[src/rtl/m_csr_trap_unit.sv]
// m_csr_trap_unit
//   Execute-side CSR file, privilege tracking and trap/xRET/WFI sequencing.
//   Consumes decoded csr_ops/sys_ops and drives redirect/stall back to the
//   front end so fetch and decode always see the current priv_mode and target.
//
//   state     | meaning
//   ----------+----------------------------------------------------------
//   ST_RUN    | normal execution, instructions evaluated when instr_valid
//   ST_WFI    | parked after WFI, stall held until mie.MEIE & irq_ext
//
// Ports
//   clk, rst_n      clock, asynchronous active-low reset
//   instr_valid     instruction present this cycle
//   pc              PC of that instruction
//   csr_addr        CSR address
//   csr_wdata       write operand (rs1 or zimm)
//   csr_ops         00 none, 01 write, 10 set, 11 clear
//   sys_ops         001 ECALL, 010 EBREAK, 011 MRET, 100 SRET, 101 WFI
//   exc_req/code    exception raised upstream and its cause
//   irq_ext         level machine external interrupt
//   csr_rdata       pre-update CSR value (0 if unimplemented or in reset)
//   priv_mode       00 U, 01 S, 11 M
//   redirect/_pc    flush and fetch target
//   stall           pipeline hold while waiting for interrupt
module m_csr_trap_unit #(
    parameter logic [31:0] MTVEC_RESET = 32'h0000_0000,
    parameter logic [31:0] MISA_VAL    = 32'h4014_1101
) (
    input  logic        clk,
    input  logic        rst_n,
    input  logic        instr_valid,
    input  logic [31:0] pc,
    input  logic [11:0] csr_addr,
    input  logic [31:0] csr_wdata,
    input  logic [1:0]  csr_ops,
    input  logic [2:0]  sys_ops,
    input  logic        exc_req,
    input  logic [3:0]  exc_code,
    input  logic        irq_ext,
    output logic [31:0] csr_rdata,
    output logic [1:0]  priv_mode,
    output logic        redirect,
    output logic [31:0] redirect_pc,
    output logic        stall
);

    typedef enum logic {ST_RUN, ST_WFI} state_t;

    localparam logic [1:0]  PRIV_U    = 2'b00;
    localparam logic [1:0]  PRIV_M    = 2'b11;
    localparam logic [2:0]  SYS_ECALL = 3'b001;
    localparam logic [2:0]  SYS_EBRK  = 3'b010;
    localparam logic [2:0]  SYS_MRET  = 3'b011;
    localparam logic [2:0]  SYS_SRET  = 3'b100;
    localparam logic [2:0]  SYS_WFI   = 3'b101;
    localparam logic [31:0] CAUSE_MEI = 32'h8000_000B;
    localparam logic [31:0] CAUSE_ILL = 32'd2;
    localparam logic [31:0] CAUSE_BRK = 32'd3;
    localparam logic [31:0] ALIGN4    = 32'hFFFF_FFFC;

    state_t      state_q, state_d;
    logic [1:0]  priv_q;
    logic        st_sie, st_mie, st_spie, st_mpie, st_spp;
    logic [1:0]  st_mpp;
    logic        meie_q;
    logic [31:0] mtvec_q, mscratch_q, mepc_q, mcause_q;
    logic [31:0] stvec_q, sscratch_q, sepc_q, scause_q;
    logic [31:0] wfi_pc_q;

    logic [31:0] mstatus_rd, sstatus_rd, rd_val, csr_wval;
    logic        csr_impl, csr_wr_try, illegal, irq_pend;
    logic        trap, do_mret, do_sret, do_csr, enter_wfi;
    logic [31:0] trap_cause, trap_epc;

    assign priv_mode = priv_q;

    always_comb begin
        mstatus_rd        = '0;
        mstatus_rd[1]     = st_sie;
        mstatus_rd[3]     = st_mie;
        mstatus_rd[5]     = st_spie;
        mstatus_rd[7]     = st_mpie;
        mstatus_rd[8]     = st_spp;
        mstatus_rd[12:11] = st_mpp;
        sstatus_rd        = '0;
        sstatus_rd[1]     = st_sie;
        sstatus_rd[5]     = st_spie;
        sstatus_rd[8]     = st_spp;
    end

    always_comb begin
        rd_val   = '0;
        csr_impl = 1'b1;
        case (csr_addr)
            12'h300: rd_val = mstatus_rd;
            12'h301: rd_val = MISA_VAL;
            12'h304: rd_val = {20'd0, meie_q, 11'd0};
            12'h305: rd_val = mtvec_q;
            12'h340: rd_val = mscratch_q;
            12'h341: rd_val = mepc_q;
            12'h342: rd_val = mcause_q;
            12'h344: rd_val = {20'd0, irq_ext, 11'd0};
            12'h100: rd_val = sstatus_rd;
            12'h105: rd_val = stvec_q;
            12'h140: rd_val = sscratch_q;
            12'h141: rd_val = sepc_q;
            12'h142: rd_val = scause_q;
            default: csr_impl = 1'b0;
        endcase
    end

    // Misa is a constant, so the mux is masked to keep reset output at zero.
    assign csr_rdata = rst_n ? rd_val : '0;

    always_comb begin
        case (csr_ops)
            2'b01:   csr_wval = csr_wdata;
            2'b10:   csr_wval = rd_val | csr_wdata;
            default: csr_wval = rd_val & ~csr_wdata;
        endcase
    end

    // Set/clear with a zero operand is a pure read and must not trip the
    // read-only-address check.
    assign csr_wr_try = (csr_ops == 2'b01) || ((csr_ops != 2'b00) && (csr_wdata != '0));
    assign irq_pend   = meie_q & irq_ext;

    assign illegal = ((csr_ops != 2'b00) && (!csr_impl || (csr_addr[9:8] > priv_q)))
                   || (csr_wr_try && (csr_addr[11:10] == 2'b11))
                   || ((sys_ops == SYS_MRET) && (priv_q != PRIV_M))
                   || ((sys_ops == SYS_SRET) && (priv_q == PRIV_U));

    always_comb begin
        state_d     = state_q;
        trap        = 1'b0;
        trap_cause  = '0;
        trap_epc    = pc;
        do_mret     = 1'b0;
        do_sret     = 1'b0;
        do_csr      = 1'b0;
        enter_wfi   = 1'b0;
        redirect    = 1'b0;
        redirect_pc = mtvec_q;
        stall       = 1'b0;
        case (state_q)
            ST_RUN: begin
                if (rst_n && instr_valid) begin
                    if (st_mie && irq_pend) begin
                        trap       = 1'b1;
                        trap_cause = CAUSE_MEI;
                    end else if (exc_req) begin
                        trap       = 1'b1;
                        trap_cause = {28'd0, exc_code};
                    end else if (illegal) begin
                        trap       = 1'b1;
                        trap_cause = CAUSE_ILL;
                    end else if (sys_ops == SYS_ECALL) begin
                        trap       = 1'b1;
                        trap_cause = {28'd0, 2'b10, priv_q};
                    end else if (sys_ops == SYS_EBRK) begin
                        trap       = 1'b1;
                        trap_cause = CAUSE_BRK;
                    end else if (sys_ops == SYS_MRET) begin
                        do_mret = 1'b1;
                    end else if (sys_ops == SYS_SRET) begin
                        do_sret = 1'b1;
                    end else if (sys_ops == SYS_WFI) begin
                        enter_wfi = 1'b1;
                        state_d   = ST_WFI;
                    end else begin
                        do_csr = csr_wr_try;
                    end
                end
            end
            ST_WFI: begin
                if (irq_pend) begin
                    state_d = ST_RUN;
                    // Wake with MIE clear just resumes at pc+4 without a trap.
                    if (st_mie) begin
                        trap       = 1'b1;
                        trap_cause = CAUSE_MEI;
                        trap_epc   = wfi_pc_q + 32'd4;
                    end
                end else begin
                    stall = 1'b1;
                end
            end
            default: state_d = ST_RUN;
        endcase
        if (trap) begin
            redirect = 1'b1;
        end else if (do_mret) begin
            redirect    = 1'b1;
            redirect_pc = mepc_q;
        end else if (do_sret) begin
            redirect    = 1'b1;
            redirect_pc = sepc_q;
        end
    end

    always_ff @(posedge clk or negedge rst_n) begin
        if (!rst_n) begin
            state_q    <= ST_RUN;
            priv_q     <= PRIV_M;
            st_sie     <= 1'b0;
            st_mie     <= 1'b0;
            st_spie    <= 1'b0;
            st_mpie    <= 1'b0;
            st_spp     <= 1'b0;
            st_mpp     <= 2'b00;
            meie_q     <= 1'b0;
            mtvec_q    <= MTVEC_RESET;
            mscratch_q <= '0;
            mepc_q     <= '0;
            mcause_q   <= '0;
            stvec_q    <= '0;
            sscratch_q <= '0;
            sepc_q     <= '0;
            scause_q   <= '0;
            wfi_pc_q   <= '0;
        end else begin
            state_q <= state_d;
            if (enter_wfi) begin
                wfi_pc_q <= pc;
            end
            if (trap) begin
                mepc_q   <= trap_epc & ALIGN4;
                mcause_q <= trap_cause;
                st_mpie  <= st_mie;
                st_mie   <= 1'b0;
                st_mpp   <= priv_q;
                priv_q   <= PRIV_M;
            end else if (do_mret) begin
                priv_q  <= st_mpp;
                st_mie  <= st_mpie;
                st_mpie <= 1'b1;
                st_mpp  <= PRIV_U;
            end else if (do_sret) begin
                priv_q  <= {1'b0, st_spp};
                st_sie  <= st_spie;
                st_spie <= 1'b1;
                st_spp  <= 1'b0;
            end else if (do_csr) begin
                case (csr_addr)
                    12'h300: begin
                        st_sie  <= csr_wval[1];
                        st_mie  <= csr_wval[3];
                        st_spie <= csr_wval[5];
                        st_mpie <= csr_wval[7];
                        st_spp  <= csr_wval[8];
                        st_mpp  <= csr_wval[12:11];
                    end
                    12'h100: begin
                        st_sie  <= csr_wval[1];
                        st_spie <= csr_wval[5];
                        st_spp  <= csr_wval[8];
                    end
                    12'h304: meie_q     <= csr_wval[11];
                    12'h305: mtvec_q    <= csr_wval & ALIGN4;
                    12'h340: mscratch_q <= csr_wval;
                    12'h341: mepc_q     <= csr_wval & ALIGN4;
                    12'h342: mcause_q   <= csr_wval;
                    12'h105: stvec_q    <= csr_wval;
                    12'h140: sscratch_q <= csr_wval;
                    12'h141: sepc_q     <= csr_wval;
                    12'h142: scause_q   <= csr_wval;
                    default: ;
                endcase
            end
        end
    end

endmodule
[config.mk]
export PLATFORM = sky130hd
export DESIGN_NAME = m_csr_trap_unit
export DESIGN_NICKNAME = d
export VERILOG_FILES = /design/src/rtl/m_csr_trap_unit.sv
export SDC_FILE = /design/constraint.sdc
export NUM_CORES = 1
export LEC_CHECK = 0
export CAP_MARGIN = 0
export CORE_MARGIN = 2
export CORE_UTILIZATION = 48
export CTS_CLUSTER_SIZE = 25
export DETAILED_ROUTE_END_ITERATION = 16
export GPL_TIMING_DRIVEN = 0
export PLACE_DENSITY = 0.71
export SYNTH_ARGS = -nofsm -noshare
export SYNTH_HDL_FRONTEND = slang
export SYNTH_SLANG_ARGS = --single-unit
[constraint.sdc]
create_clock -name clk -period 4.65 [get_ports clk]
set_clock_uncertainty 0.05 [all_clocks]
set_input_delay 0.6975 -clock clk [delete_from_list [all_inputs] [get_ports clk]]
set_output_delay 0.6975 -clock clk [all_outputs]
set_load 0.01 [all_outputs]
==> flow_metrics.tcl, run 1 <==
set metrics [dict create \
    synthArstFlopShare_pct 100.0 \
    synth_cell_types 74 \
    via_per_inst 6.641 \
    relSlewSlack_pct 6.691 \
    grtUsageTotal_pct 40.50 \
    max_clock_freq_mhz 214.1 \
    fin_crit_sh_pct 100.5 \
    violations "negative setup slack" \
    final_layout_size_suffix_gt1_share_pct 18.67 \
    syn-num-nets 1748 \
    p_leak_nw 8.662 \
    root_buffer "clkbuf_16" \
    first_pass_iters 7 \
    syn_inst 1652 \
    cts.sinks 293 \
    crit_required_ns 3.90 \
    grt-ovfl-total 0 \
    routed_wl_mm 68.69 \
    die_area_sq_um 34260 \
    start_util_pct 48.51 \
    remaining_drc_errors 0 \
    critPathCaptureType "primary output" \
    min_path_type "primary input to asynchronous set/reset pin" \
    wl_per_cell_microns 29.37 \
    p_per_area_nw_per_um2 303.5 \
    dp_hpwl_mm 48.15 \
    rows 66 \
    worst_pin_slew_ns 1.385 \
    worstSetupPathType "primary input to primary output" \
    ys.flop_type "dfrtp_1" \
    gp_routability_congestion 1.051 \
    clk_latency_ns 0.55 \
    ios 158 \
    crit_fanout 7 \
    cts_htree_levels 2 \
    syn2layout_area_growth_pct 24.72 \
    cts_buffers 34 \
    ant_nets 0 \
    fp.coreArea_sq_um 32450 \
    netlist_area_sq_um 15740 \
    final_nets 1970 \
    final_cell_mix "dfrtp_1 (291), nand2_1 (280), o21ai_0 (138)" \
    grt_antenna_before_repair 0 \
    final.setup.worst_slack_ns -0.02140 \
    cap_violations 0 \
    fin_area_sq_um 19640 \
    syn_avg_cell_area_sq_um 9.530 \
    tritoncts "built" \
    grt_pass1_wl_mm 98.90 \
    cts_buffer_depth 3 \
    synth-edff-count 0 \
    grt_pass1_vias 14690 \
    place_area_sq_um 17920 \
    synth_warnings 0 \
    rsz0062_at_grt "yes" \
    drt-initial-drc-count 2227 \
    setup_viol 3 \
    synth-seq-cells 293 \
    fp.dieW_microns 185.1 \
    status "finished with violations" \
    place.port_buffers 154 \
    final_util_pct 60.51 \
    final_common_cell "dfrtp_1" \
    yosysSeqAreaShare_pct 46.59 \
    fp.dieH_microns 185.1 \
    period_minus_slack_ns 4.671 \
    hold_violations 0 \
    startpoint_type "primary input" \
    cts_hold_buffers 0 \
    clkSlewWorstSetupHoldPaths_ns 0.05 \
    max-vdd-ir-drop_mv 0.3045 \
    drv_slew 0 \
    crit_arrival_ns 3.92 \
    vias 15530 \
    grt_max_degree 112 \
]
[power by group]
group          internal [mW]  switching, mW
sequential              2.62         0.0886
combinational          0.222          0.393
clock                   1.52           1.12
[stage by stage]
step / setup WS, ns / std cells / power, mW / hold WS (ns) / TNS, ns
global placement: -11.09 / 2248 / 3.303 / 0.4087 / -6361.04
global route: -0.03122 / 2338 / 6.094 / 0.1497 / -0.06681
finish: -0.02140 / 2339 / 5.961 / 0.1131 / -0.04540
detailed placement: -1.960 / 2251 / 3.316 / 0.4173 / -225.19
floorplan: 0.7160 / 1652 / 2.981 / 0.3519 / 0
CTS: -0.07519 / 2335 / 5.917 / 0.1447 / -0.2204
[worst max-delay path, stage by stage]
cell,delay (ns)
clkdlybuf4s50_1,0.48
nor4b_2,0.65
nand3_1,0.51
nor2_2,0.51
a221oi_1,0.16
nand3_1,0.22
and2_1,0.17
clkdlybuf4s50_1,0.53
[worst paths after layout]
check,startpoint,endpoint,slack (ns),depth (start not counted)
min in group clk,mscratch_q[16],mscratch_q[16],0.43,2
hold reg to reg,mscratch_q[16],mscratch_q[16],0.43,2
max in group asynchronous,rst_n,sscratch_q[11],3.39,2
hold / removal,rst_n,wfi_pc_q[25],0.11,1
setup reg to reg,priv_mode[1],mcause_q[21],0.15,14
setup / recovery,csr_addr[5],csr_rdata[5],-0.02,8
[cells in the mapped netlist, types with 8 or more instances]
cell type	n	area share [%]
o22a_1	13	0.72
nand2b_1	19	0.75
nand3_1	44	1.4
a2bb2oi_1	11	0.61
a221oi_1	8	0.45
o21ai_1	15	0.48
nor4_1	16	0.64
mux2_1	9	0.64
o22ai_1	9	0.36
a22oi_1	77	3.7
xnor2_1	16	0.89
a21oi_1	105	3.3
dfrtp_1	291	46
nand2_1	281	6.7
a31oi_1	12	0.48
and2_1	30	1.2
mux2i_1	36	2.3
nor2b_1	18	0.72
xor2_1	12	0.67
a211oi_1	20	0.95
clkbuf_1	67	1.6
buf_2	36	1.1
mux2_2	125	8.9
o21ai_0	138	4.4
nor2_1	59	1.4
nor3_1	20	0.64
inv_1	17	0.41
nand4_1	18	0.72
a222oi_1	10	0.64
[cell type report]
cell class / instances / area (sq um)
fill: 2765 / 12820
multi-input combinational: 1227 / 8074
sequential: 293 / 7335
timing repair buffer: 190 / 1821
clock buffer: 49 / 977.2
buffer: 110 / 713.2
tap: 442 / 553.0
clock inverter: 9 / 93.84
inverter: 18 / 67.56
antenna: 1 / 2.502
[routing by layer]
| layer | track usage [%] | wire [microns] | vias to the layer above |
|---|---|---|---|
| met4 | 27.24 | 5411 | 0 |
| met1 | 50.36 | 24850 | 7546 |
| met2 | 60.07 | 29510 | 1219 |
| li1 | - | - | 6450 |
| met5 | 0 | 0 | - |
| met3 | 13.29 | 8919 | 318 |
[state kept, by name, summed over array words and instances, names as in the netlist, 2 cells and up]
signal / count
mcause_q: 32
mscratch_q: 32
scause_q: 32
sepc_q: 32
sscratch_q: 32
stvec_q: 32
mepc_q: 30
mtvec_q: 30
wfi_pc_q: 30
priv_mode: 2
st_mpp: 2
[what timing repair did]
action                                  CTS  global route
pin swaps                                17            12
gates cloned                              1             0
resized for setup                       189            46
buffers inserted                         27             5
endpoints found under the setup margin  188            63
[cell families (layout without fill, tap and decap cells)]
logic type	count (synthesis)	in the layout	share of synthesized area, %
AO/OA/AOI/OAI	465	465	18.65
XOR/XNOR	28	28	1.558
adder cells (fa/ha/maj)	6	6	0.4768
buffers and inverters	132	376	3.767
flip-flops	293	293	46.59
multiplexers	170	170	11.87
other	0	1	0
AND/OR/NAND/NOR	558	558	17.09
Power figures use the tool's default switching activity.
==> inputs of run 2 (changes only) <==
CTS_CLUSTER_SIZE = unset   (was 25)
==> results of run 2 <==
Final layout, timing and power as in run 1 (identical DEF).
==> inputs of run 3 (changes only) <==
SKIP_LAST_GASP = 1   (was unset)
==> run 3 against run 2 <==
Compared with the run above: the flow still finishes with violations (negative setup slack); global-route usage barely moved; clock power is essentially flat; worst setup slack gained 0.0071 ns; critical endpoint unchanged; clock-buffer cell count unchanged; largest cell class unchanged; register-to-register slack gained 0.03 ns; sequential cell count did not move; non-clock buffer count rose by 1.
==> flow_metrics.tcl, run 3 (same netlist as run 1, synthesis figures left out) <==
set metrics [dict create \
    place_area_sq_um 17920 \
    final_common_cell "dfrtp_1" \
    ff2ff_path_depth 14 \
    critPathCaptureType "primary output" \
    routed_wl_mm 68.75 \
    gp_routability_congestion 1.051 \
    cap_violations 0 \
    cts_htree_levels 2 \
    worstSetupPathType "primary input to primary output" \
    period_minus_slack_ns 4.664 \
    final_layout_size_suffix_gt1_share_pct 19.03 \
    max-vdd-ir-drop_mv 0.3071 \
    path_delay_family "simple AND/OR/NAND/NOR gates" \
    diodes 0 \
    dp_hpwl_mm 48.15 \
    holdWs_ns 0.1027 \
    drv_slew 0 \
    final_util_pct 60.43 \
    setup_viol 4 \
    min_path_type "primary input to asynchronous set/reset pin" \
    fin_area_sq_um 19610 \
    tritoncts "built" \
    wl_per_cell_microns 29.39 \
    violations "negative setup slack" \
    num-fill-cells 2774 \
    first_pass_iters 6 \
    worst_pin_slew_ns 1.451 \
    p_per_area_nw_per_um2 304.3 \
    clkSlewWorstSetupHoldPaths_ns 0.05 \
    clk_latency_ns 0.55 \
    status "finished with violations" \
    crit_fanout 7 \
    cts_buffer_depth 3 \
    rrSetupSlack_ns 0.18 \
    crit_required_ns 3.90 \
    cts_buffers 34 \
    slowest_stage "nor4b_2" \
    critical_path_buf_inv_count 2 \
    ios 158 \
    cts_hold_buffers 0 \
    crit_arrival_ns 3.92 \
    final_nets 1971 \
    ant_nets 0 \
    dp_worst_setup_slack_ns -1.960 \
    fp.coreArea_sq_um 32450 \
    fp.dieW_microns 185.1 \
    remaining_drc_errors 0 \
    fin_crit_sh_pct 100.3 \
    grt_pass1_wl_mm 98.84 \
    startpoint_type "primary input" \
    root_buffer "clkbuf_16" \
    rr_endpoint "mcause_q[21]" \
    rsz0062_at_grt "yes" \
    grtUsageTotal_pct 40.49 \
    max_clock_freq_mhz 214.4 \
    relSlewSlack_pct 3.238 \
    drt-initial-drc-count 2280 \
    grt-ovfl-total 0 \
    max_stage_delay_ns 0.66 \
    grt_max_degree 112 \
    die_area_sq_um 34260 \
    hold_violations 0 \
    fp.dieH_microns 185.1 \
    rows 66 \
    grt_antenna_before_repair 0 \
    reg2reg_from "priv_mode[1]" \
    grt_pass1_vias 14680 \
    final.setup.worst_slack_ns -0.01427 \
    vias 15510 \
    cts.sinks 293 \
    syn2layout_area_growth_pct 24.57 \
    final_cell_mix "dfrtp_1 (291), nand2_1 (280), o21ai_0 (138)" \
    worstPathCellList "clkdlybuf4s50_1 -> nor4b_2 -> nand3_1 -> nor2_2 -> a221oi_1 -> nand3_1 -> and2_1 -> clkdlybuf4s50_1" \
    p_leak_nw 8.665 \
    start_util_pct 48.51 \
    via_per_inst 6.630 \
    place.port_buffers 154 \
]
==> run 3: worst register-to-register path, cell delays in order, from the launching register on <==
cell and delay (ns):
dfstp_2 0.53, inv_1 0.08, ha_1 0.29, nor2b_1 0.13, o21a_1 0.16, or4_4 0.51, a211o_4 0.32, buf_4 0.15
nor4_2 0.78, buf_6 0.32, nand2_1 0.10, clkbuf_1 0.37, buf_2 0.37, nand2_1 0.11, a21oi_1 0.06
==> run 3: how the worst max path moves through the flow <==
| stage | cells after the start | end | start |
|---|---|---|---|
| 2_1_floorplan | 8 | redirect_pc[11] | csr_wdata[2] |
| 3_3_place_gp | 10 | redirect_pc[29] | rst_n |
| 3_5_place_dp | 11 | redirect_pc[29] | csr_wdata[11] |
| 4_1_cts | 9 | csr_rdata[8] | csr_addr[2] |
| 5_1_grt | 11 | csr_rdata[30] | csr_addr[2] |
| 6_report | 8 | csr_rdata[5] | csr_addr[5] |
==> run 3: layout make-up <==
class	count	area, sq um	share of cell area (%)
plain buffers	109	708.2	3.611
clock buffers	49	977.2	4.982
clock inverters	9	93.84	0.4785
inverters	18	67.56	0.3445
multi-input cells	1227	8084	41.22
flip-flops and latches	293	7335	37.40
well taps	442	553.0	2.820
repair buffers	192	1794	9.148
==> run 3: repair_timing <==
action	in CTS	in global routing
gates cloned	1	0
buffers inserted	27	7
gates resized for setup	167	73
setup endpoints to repair	188	65
pin swaps	17	9
==> run 3: routing by layer <==
layer	wire [microns]	vias up	share of wire [%]	GRT usage (%)
met1	24990	7527	36	50.44
met5	0	-	0	0
met3	8976	312	13	13.63
li1	-	6465	-	-
met2	29390	1203	43	59.79
met4	5395	0	7.8	27.05
==> run 3: through the flow <==
stage | setup TNS, ns | cells | power [mW]
after floorplan | 0 | 1652 | 2.981
after global placement | -6361.04 | 2248 | 3.303
after detailed placement | -225.19 | 2251 | 3.316
after CTS | -0.8086 | 2335 | 5.917
after global routing | -0.1180 | 2339 | 6.096
final | -0.03204 | 2339 | 5.968
==> run 3: power by group <==
part           internal (mW)  switching (mW)  leakage [nW]
Clock                   1.52            1.13         0.521
Sequential              2.62          0.0875          3.99
Combinational          0.223           0.394          4.15
Total                   4.36            1.61          8.66
